[config.mk]
export PLATFORM = sky130hd
export DESIGN_NAME = cpu_bus_arbiter
export DESIGN_NICKNAME = d
export VERILOG_FILES = /design/src/rtl/cpu_bus_arbiter.sv
export SDC_FILE = /design/constraint.sdc
export NUM_CORES = 1
export LEC_CHECK = 0
export ABC_AREA = 1
export CAP_MARGIN = 20
export CELL_PAD_IN_SITES_DETAIL_PLACEMENT = 1
export CELL_PAD_IN_SITES_GLOBAL_PLACEMENT = 2
export CORE_MARGIN = 2
export CORE_UTILIZATION = 12
export DETAILED_ROUTE_END_ITERATION = 7
export PLACE_DENSITY = 0.88
export SLEW_MARGIN = 20
export SYNTH_ARGS = -nofsm -noshare
export SYNTH_HDL_FRONTEND = slang
export SYNTH_SLANG_ARGS = --single-unit
[constraint.sdc]
create_clock -name i_clock -period 2.6 [get_ports i_clock]
set_input_delay 0.26 -clock i_clock [delete_from_list [all_inputs] [get_ports i_clock]]
set_output_delay 0.26 -clock i_clock [all_outputs]
set_load 0.02 [all_outputs]
[src/rtl/cpu_bus_arbiter.sv]
// Two-port round-robin arbiter sharing one CPU bus between instruction fetch (A)
// and memory stage (B), with an optional bus-wait timeout.
module cpu_bus_arbiter #(
  parameter int unsigned TIMEOUT = 1023
) (
  input  logic        i_clock,
  input  logic        i_reset,
  input  logic        i_pa_request,
  input  logic        i_pa_rw,
  input  logic [31:0] i_pa_address,
  input  logic [31:0] i_pa_wdata,
  output logic        o_pa_ready,
  output logic [31:0] o_pa_rdata,
  input  logic        i_pb_request,
  input  logic        i_pb_rw,
  input  logic [31:0] i_pb_address,
  input  logic [31:0] i_pb_wdata,
  output logic        o_pb_ready,
  output logic [31:0] o_pb_rdata,
  output logic        o_bus_request,
  output logic        o_bus_rw,
  output logic [31:0] o_bus_address,
  output logic [31:0] o_bus_wdata,
  input  logic        i_bus_ready,
  input  logic [31:0] i_bus_rdata,
  output logic        o_timeout,
  output logic [1:0]  o_grant
);

  typedef enum logic [1:0] {
    IDLE    = 2'd0,
    GRANT_A = 2'd1,
    GRANT_B = 2'd2
  } state_e;

  state_e      state_q, state_d;
  logic        last_grant_q, last_grant_d;   // 0 = A, 1 = B
  logic [15:0] wait_q, wait_d;

  logic        own_a, own_b;
  logic        own_req, own_rw;
  logic [31:0] own_addr, own_wdata;
  logic        timeout_hit;

  // Bus side is a pure mux of the owner's request; reset blanks it immediately
  // so a ready arriving in the reset cycle is never forwarded.
  always_comb begin
    own_a     = (state_q == GRANT_A) && !i_reset;
    own_b     = (state_q == GRANT_B) && !i_reset;
    own_req   = 1'b0;
    own_rw    = 1'b0;
    own_addr  = '0;
    own_wdata = '0;
    if (own_a) begin
      own_req   = i_pa_request;
      own_rw    = i_pa_rw;
      own_addr  = i_pa_address;
      own_wdata = i_pa_wdata;
    end else if (own_b) begin
      own_req   = i_pb_request;
      own_rw    = i_pb_rw;
      own_addr  = i_pb_address;
      own_wdata = i_pb_wdata;
    end
    timeout_hit = (TIMEOUT != 0) && own_req && !i_bus_ready &&
                  (wait_q == 16'(TIMEOUT));

    o_bus_request = own_req && !timeout_hit;
    o_bus_rw      = own_rw;
    o_bus_address = own_addr;
    o_bus_wdata   = own_wdata;
    o_pa_ready    = own_a && i_pa_request && (i_bus_ready || timeout_hit);
    o_pb_ready    = own_b && i_pb_request && (i_bus_ready || timeout_hit);
    o_pa_rdata    = i_bus_rdata;
    o_pb_rdata    = i_bus_rdata;
    o_timeout     = timeout_hit;
    o_grant       = {own_b, own_a};
  end

  always_comb begin
    state_d      = state_q;
    last_grant_d = last_grant_q;
    wait_d       = wait_q;
    case (state_q)
      IDLE: begin
        if (i_pa_request && i_pb_request) begin
          state_d      = last_grant_q ? GRANT_A : GRANT_B;
          last_grant_d = !last_grant_q;
          wait_d       = '0;
        end else if (i_pa_request) begin
          state_d      = GRANT_A;
          last_grant_d = 1'b0;
          wait_d       = '0;
        end else if (i_pb_request) begin
          state_d      = GRANT_B;
          last_grant_d = 1'b1;
          wait_d       = '0;
        end
      end
      GRANT_A, GRANT_B: begin
        if (!own_req || i_bus_ready || timeout_hit) state_d = IDLE;
        else wait_d = wait_q + 16'd1;
      end
      default: state_d = IDLE;
    endcase
  end

  always_ff @(posedge i_clock) begin
    if (i_reset) begin
      state_q      <= IDLE;
      last_grant_q <= 1'b0;
      wait_q       <= '0;
    end else begin
      state_q      <= state_d;
      last_grant_q <= last_grant_d;
      wait_q       <= wait_d;
    end
  end

endmodule

; Word-level counts from Yosys, hierarchy flattened
; Cells that the tools add are included.
[word_totals]
output_inout_bits = 135
ff_bits = 19
word_cells = 57
[op_classes]
mux = 22
n_reduce_logical = 25
add_sub_neg = 1
eq_ne = 6
[ops]
columns = operator, count
row1 = $mux 32, 4
row2 = $mux 16, 4
row3 = $pmux 16 s2, 1
row4 = $add 16x1->16 const B, 1
row5 = $eq 16x10->1 const B, 1
row6 = $logic_and 1x1->1, 10
row7 = $mux 2, 5
row8 = $mux 1, 7
row9 = $logic_not 1->1, 5
row10 = $ne 2x2->1 const B, 2
row11 = $ne 4x4->1 const B, 1
row12 = $pmux 2 s2, 1
row13 = $reduce_and 2->1, 2
row14 = $logic_or 1x1->1, 3
row15 = $reduce_and 3->1, 1
row16 = $reduce_bool 3->1, 1
row17 = $eq 2x1->1 const B, 1
row18 = $eq 2x2->1 const B, 1
row19 = $logic_not 2->1, 1
row20 = $reduce_bool 2->1, 1
row21 = $reduce_or 2->1, 1

; Depth between registers and ports, before layout
; Gate-level depths: netlist (run 1).
[logic_depth]
depth_word = 9
ltp_mapped = 10

; Least setup slack after synthesis (run 1)
; No wires, ideal clock.
[synth_timing]
kind = register to output
startpoint = reg wait_q[0]
endpoint = out o_pa_ready
n_path_buf = 0
t_arrival_ns = 1.701
path_stages_with_launch = 8
path_slack_ns = 0.639
path_cell_list = dfxtp_1 -> ha_1 -> nand2_1 -> nor2_2 -> nand2_1 -> nor3_1 -> nor2_1 -> nor3_1
[synth_via]
elab_chain_cells = 4
[synth_rtl]
columns = item, line_no
row1 = "start, declared", 38  ; logic [15:0] wait_q, wait_d;
row2 = "start signal, assigned", 116  ; wait_q <= wait_d;
row3 = $eq 16x10->1, 66  ; (wait_q == 16'(TIMEOUT));
row4 = $logic_and 1x1->1, 65  ; timeout_hit = (TIMEOUT != 0) && own_req && !i_bus_ready &&
row5 = $logic_or 1x1->1, 72  ; o_pa_ready = own_a && i_pa_request && (i_bus_ready || timeout_hit);
row6 = $logic_and 1x1->1, 72
row7 = "end, declared", 12  ; output logic o_pa_ready,
; Every way passes these cells.

; Worst setup path in the final report (run 1)
[layout_timing]
startpoint = in i_reset
endpoint = out o_bus_wdata[6]
[layout_via]
elab_chain_cells = 4
word_cells_on_any_way = 5
cone_classes = mux (2) / reduce/logical (3)
[layout_rtl]
columns = item, line_no
row1 = "start, declared", 7  ; input logic i_reset,
row2 = $logic_not 1->1 *, "48, 49"
row3 = $logic_and 1x1->1, 49  ; own_b = (state_q == GRANT_B) && !i_reset;
row4 = $mux 32, 59  ; end else if (own_b) begin
row5 = $mux 32 *, 54  ; if (own_a) begin
row6 = "end, declared", 23  ; output logic [31:0] o_bus_wdata,
; Every way passes the cells marked *; elsewhere a longest branch is shown, timed or not.

==> results.yml, run 1 <==
status:
  status: "finished clean"
timing:
  fin_skew_ns: 0.001770
  fmax_mhz: 401.0
  min_period_over_period: 0.9591
  slew_headroom: 0.7062
  fin_ws_ns: 0.1063
  setup_viol: 0
  slew_violations: 0
  setup_tns_ns: 0
  hold_viol: 0
  fin_crit_ns: 2.494
  tightest_slew_ns: 0.4397
routing:
  via_per_inst: 4.003
  wire_per_inst_um: 15.03
  ant_nets: 0
  drc: 0
  dr.pass1.iters: 4
  vias: 3719
  initialDrtViolationCount: 229
  drt_wl_total_mm: 13.96
clock_tree:
  cts_tree: "built"
  cts-root-buf: "clkbuf_16"
  cts_setup_buffers: 0
  numCtsBuffers: 3
  htreeDepth: 1
  max-clock-path-buffers: 2
  cts.sinks: 19
  clkLatencyLatePin_ns: 0.25
  clkSlewWorstSetupHoldPaths_ns: 0.06
  postCtsHoldBufs: 0
setup_path:
  worst_path_dominant_cell_family: "buffers and inverters"
  crit_type: "primary input to output port"
  max_stage_delay_ns: 0.61
  reg2reg_depth: 8
  critPathBufInv: 4
  arrival_ns: 2.23
  cp.depth: 7
  path_common_cell: "clkdlybuf4s50_1"
  crit_chain: "clkdlybuf4s50_1, buf_4, nor2_4, clkbuf_16, nand3_1, nand2_1, clkdlybuf4s50_1"
  r2r_setup_slack_ns: 0.56
  cp_slowest_cell: "clkdlybuf4s50_1"
  cp-start-kind: "primary input"
  r2r-end: "wait_q[3]$_SDFFE_PP0P_"
  startpoint: "i_reset"
  end_kind: "output port"
  cp_max_fo: 33
  crit_end: "o_bus_wdata[6]"
  r2r_start: "state_q[0]$_SDFFE_PP0P_"
  worst_ep_required_time_ns: 2.34
floorplanning:
  die_width_um: 155.7
  num_rows: 55
  dieArea_mm2: 0.02425
  die_h_um: 155.7
  io_pins: 302
  start_util: 0.1220
  core_area_mm2: 0.02264
logic_synthesis:
  syn_avg_cell_area_um2: 5.428
  yosysWarnings: 0
  ys_top_cells_by_area: "nand2_1, buf_4, nand3_1"
  synth_top_area_frac: 0.2554
  netlist_area_mm2: 0.002763
  synth.most_common_cell: "nand2_1"
  synth_ff_type: "dfxtp_1"
  synth-seq-cells: 19
  synth-edff-count: 0
  yosys.area.top_type: "nand2_1"
  postSynthCellCount: 509
  async_flop_share: 0
  ys_types: 28
  synth_common_cells: "nand2_1, nand3_1, buf_4"
  yosysSeqAreaShare: 0.1377
  syn_nets: 680
grt:
  grt_use_total: 0.1098
  grt_pass1_wl_mm: 21.08
  grt_antenna_before_repair: 1
  grt_remaining_overflow: 0
  grt_pass1_vias: 3935
  grt_max_degree: 67
placement:
  dp_cells: 923
  routabilityCongestion: 0.7778
  post-place-ws_ns: 0.002431
  io_buffers: 205
  hpwl_mm: 11.42
  post_dp_cell_area_mm2: 0.004760
layout:
  nets: 815
  stdcell_area_mm2: 0.004974
  layout.cells.non_filler: 929
  drive_gt1_frac: 0.05443
  syn2layout_area_growth_pct: 80.03
power_and_ir_drop:
  p_sw_uw: 530.7
  p_int_uw: 920.9
  p_leak_uw: 0.002721
  clkPwrFrac: 0.227
  ir_worst_vdd_mv: 0.1975
  combPwrFrac: 0.540
  total_power_uw: 1452
  pwr-share-seq: 0.233
  powerDensity_mw_per_mm2: 291.9
  sw_frac_of_total: 0.3656
job:
  cap_violations: 0
min_path:
  hold_class: "flop to flop"
how the worst min path moves through the flow:
stage                                   start                   endpoint  slack, ns  cells past startpoint
floorplan                             i_reset    wait_q[11]$_SDFFE_PP0P_       0.33                      1
global placement    last_grant_q$_SDFFE_PP0P_  last_grant_q$_SDFFE_PP0P_       0.47                      2
detailed placement  last_grant_q$_SDFFE_PP0P_  last_grant_q$_SDFFE_PP0P_       0.48                      2
CTS                 last_grant_q$_SDFFE_PP0P_  last_grant_q$_SDFFE_PP0P_       0.48                      2
global route        last_grant_q$_SDFFE_PP0P_  last_grant_q$_SDFFE_PP0P_       0.49                      2
finish              last_grant_q$_SDFFE_PP0P_  last_grant_q$_SDFFE_PP0P_       0.48                      2
cell type report:
class / instances / area (um^2)
clock buffer: 3 / 75.07
multi-input combinational: 374 / 1690
sequential: 19 / 380.4
fill: 2790 / 17670
inverter: 22 / 82.58
timing repair buffer: 224 / 2379
clock inverter: 1 / 7.507
antenna: 1 / 2.502
tap: 285 / 356.6
cells in the final DEF, fill, tap and decap left out:
master / netlist / routed
dlymetal6s2s_1: 0 / 42
nand2_1: 188 / 188
ha_1: 4 / 4
nor2_2: 2 / 2
xor2_1: 3 / 3
o21ai_0: 8 / 8
or2_2: 1 / 1
clkdlybuf4s50_1: 0 / 162
o21ai_4: 1 / 1
inv_1: 21 / 19
nand4_1: 7 / 7
nand2_2: 2 / 2
nor3_1: 2 / 2
nor3b_1: 1 / 1
buf_4: 66 / 13
nand3_1: 93 / 93
clkbuf_16: 0 / 4
a21oi_1: 19 / 19
nor4_1: 1 / 1
nor2_4: 1 / 2
dlygate4sd2_1: 0 / 1
nor2_1: 37 / 36
inv_2: 1 / 3
buf_12: 0 / 5
and2_1: 1 / 1
nand4_2: 1 / 1
diode_2: 0 / 1
a211oi_1: 1 / 1
clkinvlp_4: 0 / 1
dfxtp_1: 19 / 19
xnor2_1: 1 / 1
timing repair:
action / CTS / global route
resized for setup: 1 / 42
cloned: 0 / 1
pin swaps: 0 / 0
endpoints found under the setup margin: 1 / 47
power by group through the flow:
| stage | Clock, uW | Sequential, uW | Combinational (uW) |
|---|---|---|---|
| 2_1_floorplan | 0 | 341 | 495 |
| 3_3_place_gp | 0 | 344 | 783 |
| 3_5_place_dp | 0 | 345 | 791 |
| 4_1_cts | 338 | 339 | 795 |
| 5_1_grt | 350 | 343 | 858 |
| 6_report | 330 | 338 | 783 |
logic make-up (layout without fill, tap and decap cells):
group / count (synthesis) / after routing / synth area share
AOI/OAI and AO/OA: 29 / 29 / 0.05752
xor gates and xnor gates: 4 / 4 / 0.01268
adders and majority gates: 4 / 4 / 0.01812
buffers and inverters: 116 / 250 / 0.2532
DFF: 19 / 19 / 0.1377
other: 0 / 1 / 0
and+or+nand+nor: 337 / 337 / 0.5208
metal layers:
| metal | vias up | GRT usage | routed length, um |
|---|---|---|---|
| met5 | - | 0 | 0 |
| met4 | 0 | 0.01879 | 130 |
| met3 | 9 | 0.04667 | 1447 |
| met2 | 168 | 0.1894 | 6938 |
| met1 | 1714 | 0.1284 | 5445 |
| li1 | 1828 | - | - |
through the flow:
| stage | utilization | hold WS [ns] |
|---|---|---|
| floorplan | - | 0.3291 |
| finish | 0.2197 | 0.4811 |
| CTS | 0.2138 | 0.4844 |
| global placement | 0.2102 | 0.4733 |
| global route | 0.2196 | 0.4916 |
| detailed placement | 0.2102 | 0.4757 |
worst reg2reg max path: stages (launching register included):
cell     delay [ns]
dfxtp_1        0.35
inv_1          0.07
ha_1           0.44
inv_1          0.34
nand2_1        0.15
o21ai_4        0.18
nand2_2        0.21
nand2_1        0.11
a21oi_1        0.06
registers in the layout, summed over array words and instances (netlist names):
name          count
wait_q           16
state_q           2
last_grant_q      1
(Power assumes the default switching activity.)
==> run 2, diff against run 1 <==
- CORE_MARGIN: 2 -> 3
- CTS_CLUSTER_SIZE: unset -> 24
==> run 2 against run 1 <==
Against the previous run: final cell count is 0.32% higher; critical path depth stayed put; clock skew hardly changed; combinational power is 2.7% higher; clock-buffer cell count stayed put; clock power is 2% higher; first-iteration DRC count is 56% lower; largest cell class unchanged; wire length is 1.4% lower; critical path type is now flop to output port; cell area is 0.53% lower; global-route usage is 0.68 points lower; highest routed layer unchanged.
==> results.yml, run 2 (synthesis results as in run 1) <==
setup_path:
  arrival_ns: 2.22
  startpoint: "state_q[1]$_SDFFE_PP0P_"
  cp-start-kind: "flop"
  r2r_start: "state_q[0]$_SDFFE_PP0P_"
  reg2reg_depth: 7
  r2r_setup_slack_ns: 0.50
  end_kind: "output port"
  r2r-end: "wait_q[9]$_SDFFE_PP0P_"
  crit_type: "flop to output port"
  cp_max_fo: 15
  worst_ep_required_time_ns: 2.34
  crit_end: "o_bus_address[31]"
layout:
  fillers: 2786
  syn2layout_area_growth_pct: 79.08
  nets: 824
  antenna_cells: 0
  largest_reg_flops: 16
  layout_commonest_cell: "clkdlybuf4s50_1"
  top_register: "wait_q"
  multi_input_area_mm2: 0.001690
  drive_gt1_frac: 0.06902
  stdcell_area_mm2: 0.004947
  seq_area_um2: 380.4
  final_core_util: 0.2226
  final_cell_mix: "clkdlybuf4s50_1, nand2_1, nand3_1, nor2_1, buf_4"
  largest_registers: "wait_q (16), state_q (2), last_grant_q (1)"
job:
  cap_violations: 0
routing:
  wire_per_inst_um: 14.77
  via_per_inst: 3.986
  ant_nets: 0
  vias: 3715
  drt_wl_total_mm: 13.76
  initialDrtViolationCount: 101
  dr.pass1.iters: 4
  drc: 0
timing:
  slew_headroom: 0.7518
  tightest_slew_ns: 0.3724
  fmax_mhz: 403.8
  slew_violations: 0
  fin_ws_ns: 0.1236
  fin_skew_ns: 0.002161
  min_period_over_period: 0.9525
  hold_viol: 0
  fin_crit_ns: 2.476
  rsz0062_at_grt: "true"
  setup_viol: 0
floorplanning:
  dieArea_mm2: 0.02488
  start_util: 0.1243
  num_rows: 54
  io_pins: 302
  die_h_um: 157.7
  core_area_mm2: 0.02223
  die_width_um: 157.7
grt:
  grt_antenna_before_repair: 0
  grt_use_total: 0.1030
  grt_pass1_vias: 3957
  grt_max_degree: 35
  grt_pass1_wl_mm: 20.57
  grt_remaining_overflow: 0
clock_tree:
  clkLatencyLatePin_ns: 0.26
  cts-root-buf: "clkbuf_16"
  cts_resized: 2
  clkSlewWorstSetupHoldPaths_ns: 0.06
  numCtsBuffers: 3
  cts.sinks: 19
  cts_setup_buffers: 0
  max-clock-path-buffers: 2
  htreeDepth: 1
  cts_tree: "built"
  postCtsHoldBufs: 0
placement:
  routabilityCongestion: 0.7468
  post-place-ws_ns: -0.01052
  io_buffers: 205
  hpwl_mm: 11.59
  post_dp_cell_area_mm2: 0.004853
power_and_ir_drop:
  ir_worst_vdd_mv: 0.1896
  combPwrFrac: 0.544
  powerDensity_mw_per_mm2: 298.8
  sw_frac_of_total: 0.3658
  p_sw_uw: 540.8
  p_leak_uw: 0.002167
  pwr-share-seq: 0.230
  p_int_uw: 937.7
  total_power_uw: 1478
  clkPwrFrac: 0.226
status:
  status: "finished clean"
min_path:
  hold_class: "flop to flop"
==> run 2: worst min path at each step <==
stage,start,end,cells past startpoint
finish,last_grant_q$_SDFFE_PP0P_,last_grant_q$_SDFFE_PP0P_,2
global route,state_q[1]$_SDFFE_PP0P_,state_q[1]$_SDFFE_PP0P_,2
CTS,last_grant_q$_SDFFE_PP0P_,last_grant_q$_SDFFE_PP0P_,2
detailed placement,last_grant_q$_SDFFE_PP0P_,last_grant_q$_SDFFE_PP0P_,2
global placement,last_grant_q$_SDFFE_PP0P_,last_grant_q$_SDFFE_PP0P_,2
floorplan,i_reset,wait_q[11]$_SDFFE_PP0P_,1
==> run 2: routing by layer <==
layer | GRT usage | up-vias | part of all wire
met5 | 0 | - | 0
met4 | 0.03099 | 0 | 0.025
met3 | 0.03636 | 23 | 0.076
met2 | 0.1789 | 137 | 0.50
met1 | 0.1190 | 1710 | 0.40
li1 | - | 1845 | -
==> run 2: through the flow <==
| stage | hold WS, ns | instances | setup TNS, ns |
|---|---|---|---|
| after floorplan | 0.3291 | 509 | 0 |
| after global placement | 0.4584 | 928 | -0.003955 |
| after detailed placement | 0.4646 | 928 | -0.01052 |
| after CTS | 0.4767 | 932 | 0 |
| after global routing | 0.5042 | 932 | -0.1455 |
| final | 0.4826 | 932 | 0 |
==> run 2: cell type report <==
type | count | share of cell area
tap | 280 | 0.07081
clock buffer | 3 | 0.01517
multi-input combinational | 374 | 0.3417
sequential | 19 | 0.07688
inverter | 22 | 0.01669
timing repair buffer | 233 | 0.4777
clock inverter | 1 | 0.001012
==> run 2: critical path: stages (launching register included) <==
cell             delay, ns
dfxtp_1               0.35
inv_1                 0.07
ha_1                  0.22
inv_2                 0.23
buf_4                 0.28
nand3_1               0.11
nand2_1               0.08
clkdlybuf4s50_1       0.63
==> run 2: power by group through the flow <==
stage / Sequential [uW] / Clock (uW) / Combinational, uW
2_1_floorplan: 341 / 0 / 495
3_3_place_gp: 344 / 0 / 802
3_5_place_dp: 345 / 0 / 814
4_1_cts: 339 / 347 / 818
5_1_grt: 342 / 356 / 875
6_report: 339 / 335 / 804
